**src/rtl/rs_syndrome_calc.sv**
```systemverilog
// rs_syndrome_calc: serial Horner-rule syndrome evaluator over GF(2^5) with a one-deep valid/ready output buffer
module rs_syndrome_calc #(
    parameter int N    = 31,
    parameter int NSYN = 4
) (
    input  logic              clock,
    input  logic              reset_n,
    input  logic              flush,
    input  logic [4:0]        sym_in,
    input  logic              sym_valid,
    output logic              sym_ready,
    output logic [5*NSYN-1:0] syn_out,
    output logic              syn_valid,
    input  logic              syn_ready,
    output logic              err_flag
);
    localparam int CW = $clog2(N);
    localparam logic [CW-1:0] LAST = CW'(N - 1);
    localparam logic [4:0] ALPHA [8] = '{5'd2, 5'd4, 5'd8, 5'd16, 5'd5, 5'd10, 5'd20, 5'd13};

    // shift-and-add multiply reduced by x^5 = x^2 + 1; constant b collapses to an XOR network
    function automatic logic [4:0] gf_mul(input logic [4:0] a, input logic [4:0] b);
        logic [4:0] p;
        logic [4:0] x;
        p = '0;
        x = a;
        for (int i = 0; i < 5; i++) begin
            p = p ^ (b[i] ? x : 5'd0);
            x = {x[3:0], 1'b0} ^ (x[4] ? 5'b00101 : 5'b00000);
        end
        return p;
    endfunction

    logic [CW-1:0]     sym_cnt;
    logic [5*NSYN-1:0] acc;
    logic [5*NSYN-1:0] acc_nxt;
    logic              accept;
    logic              load;

    assign sym_ready = !flush && !(sym_cnt == LAST && syn_valid && !syn_ready);
    assign accept    = sym_valid && sym_ready;
    assign load      = accept && sym_cnt == LAST;

    for (genvar j = 0; j < NSYN; j++) begin : g_syn
        assign acc_nxt[5*j +: 5] = (sym_cnt == '0) ? sym_in : gf_mul(acc[5*j +: 5], ALPHA[j]) ^ sym_in;
    end

    always_ff @(posedge clock or negedge reset_n) begin
        if (!reset_n) begin
            sym_cnt   <= '0;
            acc       <= '0;
            syn_out   <= '0;
            syn_valid <= 1'b0;
            err_flag  <= 1'b0;
        end else begin
            if (flush) begin
                sym_cnt <= '0;
                acc     <= '0;
            end else if (accept) begin
                sym_cnt <= load ? '0 : sym_cnt + CW'(1);
                acc     <= acc_nxt;
            end
            if (load) begin
                syn_out  <= acc_nxt;
                err_flag <= |acc_nxt;
            end
            syn_valid <= load || (syn_valid && !syn_ready);
        end
    end
endmodule

```
**config.mk**
```make
export PLATFORM = sky130hd
export DESIGN_NAME = rs_syndrome_calc
export DESIGN_NICKNAME = d
export VERILOG_FILES = /design/src/rtl/rs_syndrome_calc.sv
export SDC_FILE = /design/constraint.sdc
export NUM_CORES = 1
export LEC_CHECK = 0
export CORE_MARGIN = 5
export CORE_UTILIZATION = 50
export CTS_CLUSTER_DIAMETER = 150
export DETAILED_ROUTE_END_ITERATION = 16
export PLACE_DENSITY = 0.73
export SYNTH_ARGS = -nofsm -noshare
export SYNTH_HDL_FRONTEND = slang
export SYNTH_SLANG_ARGS = --single-unit
```
**constraint.sdc**
```tcl
create_clock -name clock -period 3.9 [get_ports clock]
set_clock_uncertainty 0.15 [all_clocks]
set_input_delay 0.78 -clock clock [delete_from_list [all_inputs] [get_ports clock]]
set_output_delay 0.78 -clock clock [all_outputs]
set_load 0.01 [all_outputs]
```
Word level (Yosys, flattened, before mapping)
Index checks and enable logic that the tools add are counted.
W data, S select, Z words.
- register bits: 47
- input bits: 10
- output and inout bits: 23
- logic and storage cells: 53
- add/sub/neg operators: 1
- eq/ne operators: 1
- muxes and demuxes: 19
- bitwise gates (word level): 14
- reductions and logical operators: 13
- operators by type and width (operator ; count):
    $xor A5 B3 Y5 ; 10
    $mux W20 ; 2
    $mux W5 ; 7
    $mux W3 ; 10
    $reduce_or A20 Y1 ; 1
    $xor A5 B5 Y5 ; 4
    $logic_and A1 B1 Y1 ; 6
    $add A5 B1 Y5 const B ; 1
    $eq A5 B5 Y1 const B ; 1
    $logic_not A5 Y1 ; 1
    $logic_not A1 Y1 ; 3
    $reduce_bool A2 Y1 ; 1
    $logic_or A1 B1 Y1 ; 1

Longest topological paths before layout
- depth after elaboration: 12
- mapped depth: 9
- depth with buffers taken out: 8

Least setup slack after synthesis
Ideal clock, no wire load.
- path kind: input to register
- start: input port sym_in[1]
- end: register err_flag
- setup time: 126 ps
- arrival time: 2470 ps
- required time: 3624 ps
- path slack: 1154 ps
- cell stages on the path: 7
- path buffers: 2
- cell sequence: clkbuf_1 -> clkbuf_1 -> nor2_1 -> nand2_1 -> a221o_1 -> or4_1 -> o32a_1
- cells in the longest elaborated chain, start to end: 3
- elaborated cells between the ends (all ways): 9
- those cells by class: 4 x mux; 4 x bitwise; 1 x reduce/logical
- ends and longest elaborated chain (what ; line ; source):
    start: declaration ; 9 ; input logic [4:0] sym_in,
    $xor A5 B5 Y5 ; 45 ; assign acc_nxt[5*j +: 5] = (sym_cnt == '0) ? sym_in : gf_mul(acc[5*j +: 5], ALPHA[j]) ^ sym_in;
    $mux W5 ; 45 ;
    $reduce_or A20 Y1 * ; 65 ; err_flag <= |acc_nxt;
    end signal: assignment ; 65 ;
    end: declaration ; 15 ; output logic err_flag
Every way passes the cells marked *; elsewhere a longest branch is shown, timed or not.
A chain may end at the register's enable or synchronous reset.

Worst setup path in the final report
- start: input port syn_ready
- end: output port sym_ready
- cells in the longest elaborated chain, start to end: 4
- ends and longest elaborated chain (what ; line ; source):
    start: declaration ; 14 ; input logic syn_ready,
    $logic_not A1 Y1 ; 40 ; assign sym_ready = !flush && !(sym_cnt == LAST && syn_valid && !syn_ready);
    $logic_and A1 B1 Y1 ; 40 ;
    $logic_not A1 Y1 ; 40 ;
    $logic_and A1 B1 Y1 ; 40 ;
    end: declaration ; 11 ; output logic sym_ready,
No other way between the ends.

==> run summary <==
In the layout the commonest cells are sky130_fd_sc_hd__dfrtp_1, sky130_fd_sc_hd__nor2_1, sky130_fd_sc_hd__clkdlybuf4s50_1, sky130_fd_sc_hd__nand2_1, sky130_fd_sc_hd__o21ai_0. The share of total power dissipated in the clock network is 29.3%. In this run the post-CTS setup repair buffer count came out at 0. The clock drives 47 sinks. After routing the design area is 3149 sq um. Data on the critical path is required at its endpoint by 2970 ps. Summing the areas of all compound-gate instances in the mapped netlist gives 15.27% of the synthesized area.

After detailed routing, the number of remaining DRC violations is 0. Dividing the detail-routed via count by the number of cells gives 5.519. The floorplan has 26 rows. The class of the worst hold path was flop to flop. For the worst setup path, the data arrival time is 2100 ps. The worst setup path is launched from a primary input. The count of vias placed by the detailed router was 2191.

The sum of overflow across all layers after global routing is 0. The final hold violation count came out at 0. After the last flow step, the layout net total stands at 340.

Global routing used 19.84% of the available tracks across all layers. The first global-routing pass estimated 10.29 mm of wire. The count of instances resized after the clock tree is built came out at 0.

The synthesis-to-finish area growth is 19.01%. 0 antenna diodes ended up in the layout. Sequential power share: 47.0%. After clock tree synthesis, the flow added hold-fix buffers numbering 0. The internal portion of the total power is 0.0008341 W. Across the VDD grid, the largest voltage drop is 215.1 uV. Buffers placed on the I/O ports in this run total 32.

The clock passes through at most 2 buffers. The run gives 397 as the number of standard cells in the layout, taps in and fillers out. Counting the buffers created by CTS gives 5. The number of antenna violations at the first check in global routing is 0. Sorting the synthesized cells by area gives the leading types as sky130_fd_sc_hd__dfrtp_1, sky130_fd_sc_hd__xor2_1, sky130_fd_sc_hd__nor2_1, sky130_fd_sc_hd__xnor2_1, sky130_fd_sc_hd__o21ai_0. The share of the Yosys chip area taken by registers is 44.44%.

Most common library cell in the layout ignoring fill and taps: sky130_fd_sc_hd__dfrtp_1. Synthesis handed over a netlist of 299 instances. The tools report the post-detailed-placement cell area as 3043 sq um. In this run the power spent charging and discharging nets is 0.0003636 W.

After synthesis, the largest family of logic cells by area is simple AND/OR/NAND/NOR gates. The floorplan die height was 82.75 um. CTS placed an instance of sky130_fd_sc_hd__clkbuf_8 at the clock tree root. The tools report the first-pass iteration count of the detailed router as 4.

By startpoint and endpoint, the worst setup path is classified as primary input to primary output. The tools report the area of the core as 5140 sq um. The logs give 2105 for the number of global-route vias before repair and 1.273 nW for the static leakage power. Transition time of the tightest slew-check pin: 1053 ps.

Adding up every negative setup slack in the final design gives 0 ps. The synthesized netlist devotes 12.91% of its cell area to XOR and XNOR gates. Across the run, the number of max-cap violations was 0.

The total count of max-transition violations in the final report is 0. Cell type with the highest aggregate area in the netlist: sky130_fd_sc_hd__dfrtp_1. The run finished with clean final reports. Of the total power, the share spent switching nets is 30.36%. TritonCTS built the clock tree.

Setup violations remaining at the end of the flow were counted as 0. The clock-pin slew reported for the worst setup and hold paths after clock tree synthesis was 90 ps. Timing would allow up to 330.1 MHz.

Summed over all layers, the routed wires come to 5.969 mm. The post-detailed-placement half-perimeter wirelength came out at 4.136 mm. The share of the clock period used by the worst path is 77.68%. For the worst-case headroom to the max-slew limit, the log shows 29.79%. The layout cell share with drive strength beyond 1 works out to 7.034%.

The run gives 2 as the H-tree depth reported by CTS. For this block, the initial DRC count from the detailed router was 161. In this run the cell area of the synthesized design comes to 2646 sq um. During synthesis, Yosys emitted a total of 0 warnings. Fill cells in the final layout number 470. At the later pin of the worst-skew pair, clock insertion delay measures 300 ps. Power spread over the standard cell area amounts to 380.3 nW/um^2. Mux contribution to synthesized area: 0%. The part of the total power dissipated in combinational logic was 23.7%; the I/O pin total was 33. The die covers 6848 sq um. The worst setup path is captured at a primary output.

The synthesized design contains 47 register bits. The horizontal die dimension was 82.75 um. The mean area per synthesized cell is 8.850 sq um, and the placed cell count is 390.

The final critical path time including I/O delays and setup works out to 3030 ps. Along the worst path, the maximum fanout reaches 4. For the post-route antenna net violation count, the log shows 0. The final weighted congestion in routability-driven placement was 0.8628; the post-synth net total was 312. Entering global routing, the biggest net connects 48 pins.

The number of different library cells used by synthesis comes to 40. In the final routed layout, each cell accounts on average for 15.04 um. The synthesized design devotes to its leading area cell type 44.44% of total area. The tools report the initial cell density of the core as 51.48%. Of the total synthesized cell area, the portion taken by AND, OR, NAND and NOR gates is 22.22%. Of the total synthesized cell area, the portion taken by full adders, half adders and majority gates is 1.418%. Setup repair after global routing left no endpoint under its margin.
==> registers in the layout (all words and copies together) (netlist names) <==
signal     count
acc           20
err_flag       1
sym_cnt        5
syn_out       20
syn_valid      1
==> cells in the mapped netlist, drive strengths merged <==
master and instances:
dfrtp 47, nor2 44, o21ai 29, nand2 26, a21oi 21, xor2 21, clkbuf 18, xnor2 18
nand3b 14, nor3 6, and3 5, nand3 5, a211oi 4, a31oi 4, buf 4, nand4 4
ha 3, nor2b 3, o32ai 3, inv 2, nor4 2, o31ai 2, a21boi 1, a221o 1
a311oi 1, a32o 1, and2 1, and4 1, and4b 1, nand2b 1, nor4b 1, nor4bb 1
o21a 1, o32a 1, or4 1, or4b 1
==> through the flow <==
step           utilization [%]  hold WS (ps)  total power, W  worst slack (ps)
2_1_floorplan                -         331.4       0.0007602              1154
3_3_place_gp             59.20         330.2       0.0008465             631.3
3_5_place_dp             59.20         330.9       0.0008538             603.2
4_1_cts                  61.27         351.8        0.001208             858.8
5_1_grt                  61.27         392.7        0.001271             708.0
6_report                 61.27         350.2        0.001198             870.4
==> metal layers <==
metal | GRT usage, % | wire length [um] | up-vias
met5 | 0 | 0 | -
met4 | 7.680 | 110 | 0
met3 | 3.254 | 193 | 9
met2 | 31.09 | 2760 | 49
met1 | 27.48 | 2904 | 1046
li1 | - | - | 1087
==> layout make-up <==
| type | count | area, sq um | area share [%] |
|---|---|---|---|
| multi-input cells | 228 | 1374 | 43.62 |
| flip-flops and latches | 47 | 1176 | 37.35 |
| repair buffers | 43 | 397.9 | 12.63 |
| well taps | 70 | 87.58 | 2.781 |
| clock buffers | 5 | 68.82 | 2.185 |
| clock inverters | 2 | 37.54 | 1.192 |
| inverters | 2 | 7.507 | 0.2384 |
==> power groups by stage <==
stage          Sequential [W]  Combinational [W]  Clock, W
5_1_grt              0.000569           0.000317  0.000385
2_1_floorplan        0.000567           0.000193         0
4_1_cts              0.000563           0.000284  0.000361
3_3_place_gp         0.000571           0.000276         0
6_report             0.000562           0.000284  0.000351
3_5_place_dp         0.000571           0.000282         0
==> critical path, cell delays in order <==
cell	delay [ps]
sky130_fd_sc_hd__clkdlybuf4s50_1	450
sky130_fd_sc_hd__nand2b_1	150
sky130_fd_sc_hd__nor2_1	80
sky130_fd_sc_hd__nor2_1	100
sky130_fd_sc_hd__clkdlybuf4s50_1	540
==> logic make-up (layout without fill, tap and decap cells) <==
| family | after synthesis | count (layout) |
|---|---|---|
| DFF | 47 | 47 |
| buffers and inverters | 24 | 52 |
| xor gates and xnor gates | 39 | 39 |
| adders and majority gates | 3 | 3 |
| AOI/OAI and AO/OA | 69 | 69 |
| and+or+nand+nor | 117 | 117 |
==> worst paths after layout <==
check,start,endpoint,slack (ps),depth (start not counted)
setup / recovery,syn_ready,sym_ready,870,5
hold / removal,syn_out[19]$_DFFE_PN0P_,syn_out[19]$_DFFE_PN0P_,350,1
setup reg to reg,sym_cnt[0]$_DFFE_PN0P_,err_flag$_DFFE_PN0P_,950,8
hold reg to reg,syn_out[19]$_DFFE_PN0P_,syn_out[19]$_DFFE_PN0P_,350,1
max in group asynchronous,reset_n,err_flag$_DFFE_PN0P_,2430,1
min in group asynchronous,reset_n,syn_out[14]$_DFFE_PN0P_,510,1
Note: power is estimated with default switching activity, not from simulation.
